File: src/rtl/id_extend_if.sv
// id_extend_if
//  Handshake bundle for the decode-stage immediate-extend slot.
//  Upstream side (IF/ID): in_valid, instr, in_ready.
//  Downstream side (ID/EX): out_valid, out_ready and the decoded fields
//  extendSelect, imm_ext, out_opcode, out_rs, out_rt, out_rd.
//  slave  : the slot controller (consumes instr, produces decoded fields)
//  master : the environment driving instr and out_ready
interface id_extend_if #(
   parameter int DATA_W = 32
);
   logic              in_valid;
   logic              in_ready;
   logic [31:0]       instr;
   logic              out_valid;
   logic              out_ready;
   logic              extendSelect;
   logic [DATA_W-1:0] imm_ext;
   logic [5:0]        out_opcode;
   logic [4:0]        out_rs;
   logic [4:0]        out_rt;
   logic [4:0]        out_rd;

   modport slave (
      input  in_valid, instr, out_ready,
      output in_ready, out_valid, extendSelect, imm_ext,
             out_opcode, out_rs, out_rt, out_rd
   );

   modport master (
      output in_valid, instr, out_ready,
      input  in_ready, out_valid, extendSelect, imm_ext,
             out_opcode, out_rs, out_rt, out_rd
   );
endinterface

File: src/rtl/id_extend_ctrl.sv
// id_extend_ctrl
//  Decode-stage controller for the immediate-extend path. Holds one
//  instruction in a single-entry slot between IF/ID and ID/EX, decodes the
//  extend mode, captures the extended immediate and the register fields,
//  and withholds the instruction while a load in EX writes one of its
//  source registers (load-use bubble).
//  Ports:
//   clk, rst     rising-edge clock, synchronous active-high reset
//   bus          id_extend_if slave: in/out valid-ready handshakes + fields
//   flush        discard the held and the incoming instruction
//   ex_memRead   instruction in EX is a load
//   ex_rt        destination register of that load
//   bubble_cnt   saturating count of bubble cycles inserted
module id_extend_ctrl #(
   parameter int DATA_W = 32,
   parameter int IMM_W  = 16,
   parameter int CNT_W  = 8
) (
   input  logic             clk,
   input  logic             rst,
   id_extend_if.slave       bus,
   input  logic             flush,
   input  logic             ex_memRead,
   input  logic [4:0]       ex_rt,
   output logic [CNT_W-1:0] bubble_cnt
);

   // Slot state: EMPTY when full_q=0. HELD vs STALL is not stored; it is
   // the combinational hazard term, since EX can change under a held instr.
   logic              full_q, full_d;
   logic              sel_q, sel_d;
   logic [DATA_W-1:0] imm_ext_q, imm_ext_d;
   logic [5:0]        op_q, op_d;
   logic [4:0]        rs_q, rs_d;
   logic [4:0]        rt_q, rt_d;
   logic [4:0]        rd_q, rd_d;
   logic [CNT_W-1:0]  bcnt_q, bcnt_d;

   logic              hazard;
   logic              accept;
   logic              drain;
   logic [5:0]        op_in;
   logic [IMM_W-1:0]  imm_in;
   logic              sel_in;
   logic [DATA_W-1:0] ext_in;

   // Extend decode of the incoming word
   always_comb begin
      op_in  = bus.instr[31:26];
      imm_in = bus.instr[IMM_W-1:0];
      sel_in = 1'b1;
      ext_in = {{(DATA_W-IMM_W){imm_in[IMM_W-1]}}, imm_in};
      case (op_in)
         6'h0C, 6'h0D, 6'h0E: begin   // andi / ori / xori
            sel_in = 1'b0;
            ext_in = DATA_W'(imm_in);
         end
         6'h0F: begin                 // lui: immediate lands in upper half
            sel_in = 1'b0;
            ext_in = DATA_W'(imm_in) << IMM_W;
         end
         default: ;
      endcase
   end

   // Handshake and next-state
   always_comb begin
      // $0 is hard-wired zero, so a load targeting it never creates a hazard
      hazard = full_q & ex_memRead & (ex_rt != 5'd0) &
               ((ex_rt == rs_q) | (ex_rt == rt_q));
      bus.out_valid = full_q & ~hazard;
      bus.in_ready  = ~full_q | (bus.out_ready & ~hazard);
      accept = bus.in_valid & bus.in_ready & ~flush;
      drain  = bus.out_valid & bus.out_ready;

      full_d    = full_q;
      sel_d     = sel_q;
      imm_ext_d = imm_ext_q;
      op_d      = op_q;
      rs_d      = rs_q;
      rt_d      = rt_q;
      rd_d      = rd_q;

      if (flush) begin
         full_d = 1'b0;
      end else if (accept) begin
         // Covers drain+accept in the same cycle: slot refilled, no idle gap
         full_d    = 1'b1;
         sel_d     = sel_in;
         imm_ext_d = ext_in;
         op_d      = op_in;
         rs_d      = bus.instr[25:21];
         rt_d      = bus.instr[20:16];
         rd_d      = bus.instr[15:11];
      end else if (drain) begin
         full_d = 1'b0;
      end

      bcnt_d = bcnt_q;
      if (hazard && !flush && bcnt_q != {CNT_W{1'b1}})
         bcnt_d = bcnt_q + 1'b1;
   end

   always_ff @(posedge clk) begin
      if (rst) begin
         full_q    <= 1'b0;
         sel_q     <= 1'b0;
         imm_ext_q <= '0;
         op_q      <= '0;
         rs_q      <= '0;
         rt_q      <= '0;
         rd_q      <= '0;
         bcnt_q    <= '0;
      end else begin
         full_q    <= full_d;
         sel_q     <= sel_d;
         imm_ext_q <= imm_ext_d;
         op_q      <= op_d;
         rs_q      <= rs_d;
         rt_q      <= rt_d;
         rd_q      <= rd_d;
         bcnt_q    <= bcnt_d;
      end
   end

   assign bus.extendSelect = sel_q;
   assign bus.imm_ext      = imm_ext_q;
   assign bus.out_opcode   = op_q;
   assign bus.out_rs       = rs_q;
   assign bus.out_rt       = rt_q;
   assign bus.out_rd       = rd_q;
   assign bubble_cnt       = bcnt_q;

endmodule

File: src/flat_wrapper.sv
// flat-port wrapper written by rule: the top's interface ports become plain ports
module id_extend_ctrl_flat 
#(
   parameter int DATA_W = 32,
   parameter int IMM_W  = 16,
   parameter int CNT_W  = 8
)
  (clk, rst, flush, ex_memRead, ex_rt, bubble_cnt, bus_in_valid, bus_instr, bus_out_ready, bus_in_ready, bus_out_valid, bus_extendSelect, bus_imm_ext, bus_out_opcode, bus_out_rs, bus_out_rt, bus_out_rd);
  id_extend_if #(.DATA_W(DATA_W)) bus_i ();
  input  logic clk;
  input  logic rst;
  input  logic flush;
  input  logic ex_memRead;
  input  logic [4:0] ex_rt;
  output logic [CNT_W-1:0] bubble_cnt;
  input wire logic [$bits(bus_i.in_valid)-1:0] bus_in_valid;
  input wire logic [$bits(bus_i.instr)-1:0] bus_instr;
  input wire logic [$bits(bus_i.out_ready)-1:0] bus_out_ready;
  output wire logic [$bits(bus_i.in_ready)-1:0] bus_in_ready;
  output wire logic [$bits(bus_i.out_valid)-1:0] bus_out_valid;
  output wire logic [$bits(bus_i.extendSelect)-1:0] bus_extendSelect;
  output wire logic [$bits(bus_i.imm_ext)-1:0] bus_imm_ext;
  output wire logic [$bits(bus_i.out_opcode)-1:0] bus_out_opcode;
  output wire logic [$bits(bus_i.out_rs)-1:0] bus_out_rs;
  output wire logic [$bits(bus_i.out_rt)-1:0] bus_out_rt;
  output wire logic [$bits(bus_i.out_rd)-1:0] bus_out_rd;
  assign bus_i.in_valid = bus_in_valid;
  assign bus_i.instr = bus_instr;
  assign bus_i.out_ready = bus_out_ready;
  assign bus_in_ready = bus_i.in_ready;
  assign bus_out_valid = bus_i.out_valid;
  assign bus_extendSelect = bus_i.extendSelect;
  assign bus_imm_ext = bus_i.imm_ext;
  assign bus_out_opcode = bus_i.out_opcode;
  assign bus_out_rs = bus_i.out_rs;
  assign bus_out_rt = bus_i.out_rt;
  assign bus_out_rd = bus_i.out_rd;
  id_extend_ctrl #(.DATA_W(DATA_W), .IMM_W(IMM_W), .CNT_W(CNT_W)) u_core (.clk(clk), .rst(rst), .bus(bus_i), .flush(flush), .ex_memRead(ex_memRead), .ex_rt(ex_rt), .bubble_cnt(bubble_cnt));
endmodule
File: config.mk
export PLATFORM = sky130hd
export DESIGN_NAME = id_extend_ctrl_flat
export DESIGN_NICKNAME = d
export VERILOG_FILES = /design/src/rtl/id_extend_if.sv /design/src/rtl/id_extend_ctrl.sv /design/src/flat_wrapper.sv
export SDC_FILE = /design/constraint.sdc
export NUM_CORES = 1
export LEC_CHECK = 0
export CAP_MARGIN = 20
export CORE_MARGIN = 5
export CORE_UTILIZATION = 46
export DETAILED_ROUTE_END_ITERATION = 10
export GPL_TIMING_DRIVEN = 0
export PLACE_DENSITY = 0.8
export SLEW_MARGIN = 20
export SYNTH_ARGS = -nofsm -noshare
export SYNTH_HDL_FRONTEND = slang
export SYNTH_SLANG_ARGS = --single-unit
File: constraint.sdc
create_clock -name clk -period 2.7 [get_ports clk]
set_input_delay 0.54 -clock clk [delete_from_list [all_inputs] [get_ports clk]]
set_output_delay 0.54 -clock clk [all_outputs]
set_load 0.01 [all_outputs]
# Yosys cells after proc, flatten, opt, wreduce, memory -nomap -nowiden
# Index checks and enable logic that the tools add are counted.
[totals]
latch_bits = 0
mem_bits_rw = 0
mem_bits_ro = 0
elab_cells = 42
memories = 0
out_inout_bits = 64
ff_bits = 63
input_bits = 43
[classes]
add_sub_neg = 1
bitwise_logic = 13
order_cmp = 0
reduce_logical = 9
mux = 4
multipliers = 0
div_mod_pow = 0
n_eq_ne = 7
n_shift = 0
[op_table]
columns = ["cell", "n"]
rows = [
  ["32-bit case mux with 2 select lines", 1],
  ["6-bit by 4-bit == test with 1-bit output, second input constant", 4],
  ["5-bit == test", 2],
  ["8-bit by 1-bit adder with 8-bit output, second input constant", 1],
  ["1-bit AND", 8],
  ["8-bit inequality test, second input constant", 1],
  ["5-bit nonzero test", 1],
  ["4-bit OR reduction", 1],
  ["1-bit 2-to-1 mux", 3],
  ["1-bit NOT", 3],
  ["3-bit OR reduction", 1],
  ["1-bit logical AND", 2],
  ["1-bit bitwise OR", 2],
  ["2-bit AND reduction", 1],
  ["2-bit nonzero test", 1],
  ["2-bit OR reduction", 1],
  ["1-bit zero test", 1],
]

# Logic depth before layout (Yosys ltp)
# Gate-level depths: netlist (run 1).
[depth]
word_depth = 9
depth_mapped = 7
ltp_nobuf = 5

# Least setup slack after synthesis (run 1)
# Ideal clock, no wire load.
[synth_timing]
path_type = "input to output"
startpoint = "in ex_rt[0]"
endpoint = "out bus_out_valid"
t_required_ns = 2.160
t_arrival_ns = 1.901
n_path_buf = 2
slack_ns = 0.259
stages = 6
path_cell_list = "or4_4 o211a_4 buf_6 clkbuf_1 nand2_1 and2_1"
[synth_via]
elab_chain_len = 5
elab_cells_between_ends = 8
cone_classes = "2 x eq/ne; 5 x bitwise; 1 x reduce/logical"
[synth_rtl]
columns = ["element", "line_no", "text"]
rows = [
  ["start, declared", "flat_wrapper.sv:14", "input logic [4:0] ex_rt;"],
  ["5-bit == test or 5-bit nonzero test (tied branches)", "id_extend_ctrl.sv:70, id_extend_ctrl.sv:69", ""],
  ["1-bit bitwise OR or 1-bit AND (tied branches)", "id_extend_ctrl.sv:70, id_extend_ctrl.sv:69", ""],
  ["1-bit AND (*)", "id_extend_ctrl.sv:69", "hazard = full_q & ex_memRead & (ex_rt != 5'd0) &"],
  ["1-bit NOT (*)", "id_extend_ctrl.sv:71", "bus.out_valid = full_q & ~hazard;"],
  ["1-bit AND (*)", "id_extend_ctrl.sv:71", ""],
  ["end, declared", "flat_wrapper.sv:20", "output wire logic [$bits(bus_i.out_valid)-1:0] bus_out_valid;"],
]
# Mark *: on every way between the ends. The rest lies on a longest branch, timed or not.

# Worst setup path in the final report (run 1)
[layout_timing]
startpoint = "in ex_rt[4]"
endpoint = "out bus_out_valid"
# Same word-level chain as after synthesis.

==> impl_metrics.ini, run 1 <==
[run_status]
status = finished clean

[timing]
rsz0062_at_grt = no
fmax_mhz = 384
hold_viol_final = 0
fin_skew_ns = 0.00934
setup_violations = 0
fin_ws_ns = 0.0947
worst_slew_pin_slew_ns = 0.583
relSlewSlack_pct = 61.1
fin_hold_ws_ns = 0.461
finalCriticalPeriod_ns = 2.61
post-route-period-util_pct = 96.5
maxSlewViolCount = 0

[global_routing]
grt_max_degree = 20
grt_usage_pct = 23.4
grt_antenna_before_repair = 0
grt_pass1_wl_um = 16500
grt_pass1_vias = 3330
overflow = 0

[power]
power_mw = 2.25
peakVddDrop_mv = 0.276
p_clk_share_pct = 31.2
swShare_pct = 30.3
power_density_nw_per_um2 = 482
cellLeakagePower_nw = 1.62
netSwitchingPower_mw = 0.682
power_frac_comb_pct = 22.6
seqPwrFrac_pct = 46.2
p_int_mw = 1.57

[die]
die_w_um = 94.4
rows = 30
ios = 107
dieArea_um2 = 8920
coreArea_um2 = 6870
die_y_um = 94.4
start_util_pct = 47.7

[worst_setup_path]
reg2reg_depth = 6
worst_setup_path_end_kind = primary output
worstSetupPathType = in -> out
critPathLaunchType = primary input
critPathMaxFanout = 20
crit_required_ns = 2.16
cp.arrival_ns = 2.07

[layout]
fillCellCount = 582
stdcell_count = 586
diodes = 0
layout_commonest_cell = clkdlybuf4s50_1
drive_above_1_share_pct = 11.4
final_cell_mix = 98 x clkdlybuf4s50_1, 63 x dfxtp_1, 49 x nand2_1
area_delta_synth_final_pct = 42.7
final_nets = 529

[place]
place_inst = 570
place.gp.congestion = 0.848
numPortBuffers = 105
dp_hpwl_um = 7730
place_ws_ns = -1.10

[clocking]
path_clk_slew_ns = 0.07
cts_buffer_depth = 2
cts_hold_buf = 0
cts-htree-levels = 3
cts_tree = built
cts_num_sinks = 63
root_buffer = clkbuf_8
cts_buffers = 9
clk_latency_ns = 0.34

[routing]
dr_total_vias = 3519
drt_pass1_iterations = 5
postRouteAntennaNets = 0
wl_per_cell_um = 18.2
drt-total-wl_um = 10600
drt-vias-per-instance = 6.01
drc = 0
drt_iter0_markers = 248

[logic_synthesis]
synth_compound_area_share_pct = 33.3
synth_area_um2 = 3280
synth_adder_area_share_pct = 0.382
synth_ff_type = dfxtp_1
synthMuxAreaShare_pct = 0.687
syn_nets = 413
synthCells = 369
synth_cell_types = 46
synthSimpleGateAreaFrac_pct = 16.7
synth_seq_cells = 63
synth_xor_area_share_pct = 2.67
ys_warn_count = 0
synth_edf_count = 0
synth-async-reset-ratio_pct = 0
synth_top_family_by_area = compound AO/OA/AOI/OAI gates
synth_seq_area_share_pct = 38.5
synth.avg_cell_area_um2 = 8.89

[job]
drv_cap = 0

[min_path]
hp-class = reg -> reg
hold_depth = 2
## area by class of cell
type                       instances  area, um^2  area share [%]
multi-input combinational        245        1820            38.9
clock inverter                     7        40.0           0.856
buffer                            38         181            3.88
clock buffer                       9         124            2.65
inverter                          19        71.3            1.52
tap                               96         120            2.57
sequential                        63        1260            27.0
timing repair buffer             109        1060            22.7
## critical path: stages
cell	delay, ns
clkdlybuf4s15_2	0.22
or4_4	0.56
o211a_4	0.35
nand2_1	0.10
and2_1	0.15
buf_2	0.13
## logic make-up (layout without fill, tap and decap cells)
logic type      after synthesis  after routing
flops                        63             63
xor+xnor                     10             10
compound gates              130            130
simple gates                102            102
fa+ha+maj                     1              1
buf+inv                      61            182
mux                           2              2
## synth_stat cells, types with 6 or more instances
cell type	number	area, um^2
a21o_1	16	120
inv_1	18	67.6
nand2_1	49	184
a32o_2	10	113
nand3_1	7	35.0
nor3b_1	21	158
dfxtp_1	63	1260
xnor2_1	10	87.6
a211oi_1	32	240
o311ai_0	22	193
a32oi_1	21	184
a32o_1	6	60.1
clkbuf_1	30	113
## flip-flops by register name (all words and copies together) (netlist names)
register	count
u_core.bubble_cnt	8
u_core.bus.out_rt	5
u_core.bus.extendSelect	1
u_core.bus.out_opcode	6
u_core.bus.imm_ext	32
u_core.bus.out_rs	5
u_core.full_q	1
u_core.bus.out_rd	5
## path summary, 6_finish.rpt
kind / endpoint / slack [ns] / start
max: bus_out_valid / 0.09 / ex_rt[4]
min: u_core.bus.imm_ext[26] / 0.46 / u_core.bus.imm_ext[26]
max reg2reg: u_core.bubble_cnt[4] / 0.46 / u_core.bus.out_rs[3]
min reg2reg: u_core.bus.imm_ext[26] / 0.46 / u_core.bus.imm_ext[26]
## metrics by stage
stage                     instance area [um^2]  utilization [%]  TNS, ns
after floorplan                           3280                -        0
after detailed placement                  4450             64.8    -8.29
after global placement                    4450             64.8    -7.16
after global routing                      4680             68.1        0
final                                     4680             68.1        0
after CTS                                 4700             68.4        0
## what timing repair did
| action | CTS | global route |
|---|---|---|
| setup endpoints to repair | 3 | 2 |
| pin swaps | 6 | 3 |
| gates resized for setup | 31 | 6 |
| buffers inserted | 4 | 0 |
| cloned | 0 | 0 |
## metal layers
layer | global-route usage, % | vias to the layer above | routed length [um]
met4 | 9.03 | 0 | 304
met1 | 30.7 | 1639 | 4630
li1 | - | 1647 | -
met3 | 4.54 | 35 | 977
met5 | 0 | - | 0
met2 | 37.9 | 198 | 4720
## power by group through the flow
stage               registers [mW]  logic (mW)  clock network [mW]
floorplan                     1.08       0.205                   0
global placement              1.06       0.475                   0
detailed placement            1.06       0.484                   0
CTS                           1.04       0.505               0.713
global route                  1.05       0.544               0.756
finish                        1.04       0.509               0.704
(Power assumes the default switching activity.)
==> inputs of run 2 (changes only) <==
--- a/config.mk
+++ b/config.mk
@@ -7,10 +7,10 @@
 export LEC_CHECK = 0
 export CAP_MARGIN = 20
 export CORE_MARGIN = 5
-export CORE_UTILIZATION = 46
+export CORE_UTILIZATION = 50
 export DETAILED_ROUTE_END_ITERATION = 10
 export GPL_TIMING_DRIVEN = 0
-export PLACE_DENSITY = 0.8
+export PLACE_DENSITY = 0.86
 export SLEW_MARGIN = 20
 export SYNTH_ARGS = -nofsm -noshare
 export SYNTH_HDL_FRONTEND = slang
==> constraint.sdc (replaced) <==
create_clock -name clk -period 3 [get_ports clk]
set_input_delay 0.6 -clock clk [delete_from_list [all_inputs] [get_ports clk]]
set_output_delay 0.6 -clock clk [all_outputs]
set_load 0.01 [all_outputs]
==> impl_metrics.ini, run 2 (synthesis results as in run 1) <==
[power]
power_density_nw_per_um2 = 470
p_int_mw = 1.58
power_frac_comb_pct = 20.6
power_mw = 2.20
p_clk_share_pct = 36.8
seqPwrFrac_pct = 42.6
peakVddDrop_mv = 0.308
netSwitchingPower_mw = 0.615
cellLeakagePower_nw = 1.63
swShare_pct = 28.0

[worst_setup_path]
crit_required_ns = 2.40
path_buf_inv = 3
critPathMaxFanout = 19
cp.arrival_ns = 2.25
slowest_delay_ns = 0.54
cp_cell_sequence = dlygate4sd2_1 -> or4_4 -> o211a_4 -> buf_6 -> nand2_1 -> and2_1 -> clkbuf_2
critPathLaunchType = primary input
critical_path.slowest_cell = or4_4
worst_setup_path_end_kind = primary output
worstSetupPathType = in -> out
crit_family = simple AND/OR/NAND/NOR gates

[timing]
fin_skew_ns = 0.0114
maxSlewViolCount = 0
final.setup.tns_ns = 0
post-route-period-util_pct = 94.9
worst_slew_pin_slew_ns = 0.583
rsz0062_at_grt = no
finalCriticalPeriod_ns = 2.85
relSlewSlack_pct = 61.1
hold_viol_final = 0
fin_ws_ns = 0.154
setup_violations = 0
fmax_mhz = 351

[clocking]
root_buffer = clkbuf_8
path_clk_slew_ns = 0.08
cts_tree = built
cts_buffer_depth = 2
cts_buffers = 9
clk_latency_ns = 0.35
cts-htree-levels = 3
cts_num_sinks = 63

[global_routing]
grt_antenna_before_repair = 0
grt_pass1_wl_um = 17500
overflow = 0
grt_pass1_vias = 3531
grt_max_degree = 20
grt_usage_pct = 25.2

[job]
drv_cap = 0

[die]
coreArea_um2 = 6350
die_w_um = 91.0
start_util_pct = 51.6
die_y_um = 91.0
dieArea_um2 = 8280
ios = 107
rows = 29

[place]
dp_hpwl_um = 7750
place_ws_ns = -0.906
place.gp.congestion = 0.907
numPortBuffers = 105
place_inst = 551

[run_status]
status = finished clean

[layout]
drive_above_1_share_pct = 9.80
final_util_pct = 73.8
final_cell_mix = 98 x clkdlybuf4s50_1, 63 x dfxtp_1, 49 x nand2_1
multi_input_area_um2 = 1790
layout_commonest_cell = clkdlybuf4s50_1
fillCellCount = 470
final_nets = 530
largest_reg_flops = 32
stdcell_count = 567
seq_area_um2 = 1260
area_delta_synth_final_pct = 42.8
diodes = 0

[routing]
drt-total-wl_um = 10800
drt_iter0_markers = 203
drc = 0
postRouteAntennaNets = 0
drt_pass1_iterations = 5
dr_total_vias = 3572
wl_per_cell_um = 19.0
drt-vias-per-instance = 6.30

[min_path]
hp-class = reg -> reg
[run 2: worst paths after layout]
path / startpoint / end / slack, ns / cells past startpoint
worst min register to register: u_core.bus.imm_ext[26] / u_core.bus.imm_ext[26] / 0.46 / 2
worst min-delay path: u_core.bus.imm_ext[26] / u_core.bus.imm_ext[26] / 0.46 / 2
worst max-delay path: ex_rt[3] / bus_out_valid / 0.15 / 7
worst max register to register: u_core.bus.out_rs[4] / u_core.bubble_cnt[4] / 0.78 / 6
[run 2: layout make-up]
class	count	area share [%]
Multi-Input combinational cell	245	38.1
Tap cell	77	2.06
Sequential cell	63	26.9
Clock inverter	5	1.79
Clock buffer	10	2.72
Timing Repair Buffer	109	22.6
Buffer	39	4.19
Inverter	19	1.52
[run 2: worst min-delay path: cells and delay by family (launching register included)]
family                 cells  cell delay (ns)
DFF                        1             0.31
buffers and inverters      1             0.05
AOI/OAI and AO/OA          1             0.05
[run 2: metrics by stage]
stage / hold WS, ns / instance area [um^2]
2_1_floorplan: 0.478 / 3280
3_5_place_dp: 0.448 / 4430
5_1_grt: 0.475 / 4680
6_report: 0.456 / 4680
3_3_place_gp: 0.448 / 4430
4_1_cts: 0.460 / 4700
[run 2: per-layer routing]
layer | GRT usage, % | wire length [um]
met3 | 6.53 | 1050
met4 | 11.6 | 309
met5 | 0 | 0
met1 | 32.1 | 4530
met2 | 40.0 | 4900
[run 2: repair_timing]
item	4_1_cts	5_1_grt
resized for setup	19	6
setup endpoints to repair	2	2
hold buffers	0	0
pin swaps	3	0
setup buffers	4	0
[run 2: power groups by stage]
stage | registers, mW | clock network, mW | logic, mW
6_report | 0.937 | 0.809 | 0.453
3_5_place_dp | 0.953 | 0 | 0.434
3_3_place_gp | 0.951 | 0 | 0.425
2_1_floorplan | 0.970 | 0 | 0.185
5_1_grt | 0.943 | 0.845 | 0.484
4_1_cts | 0.935 | 0.810 | 0.448
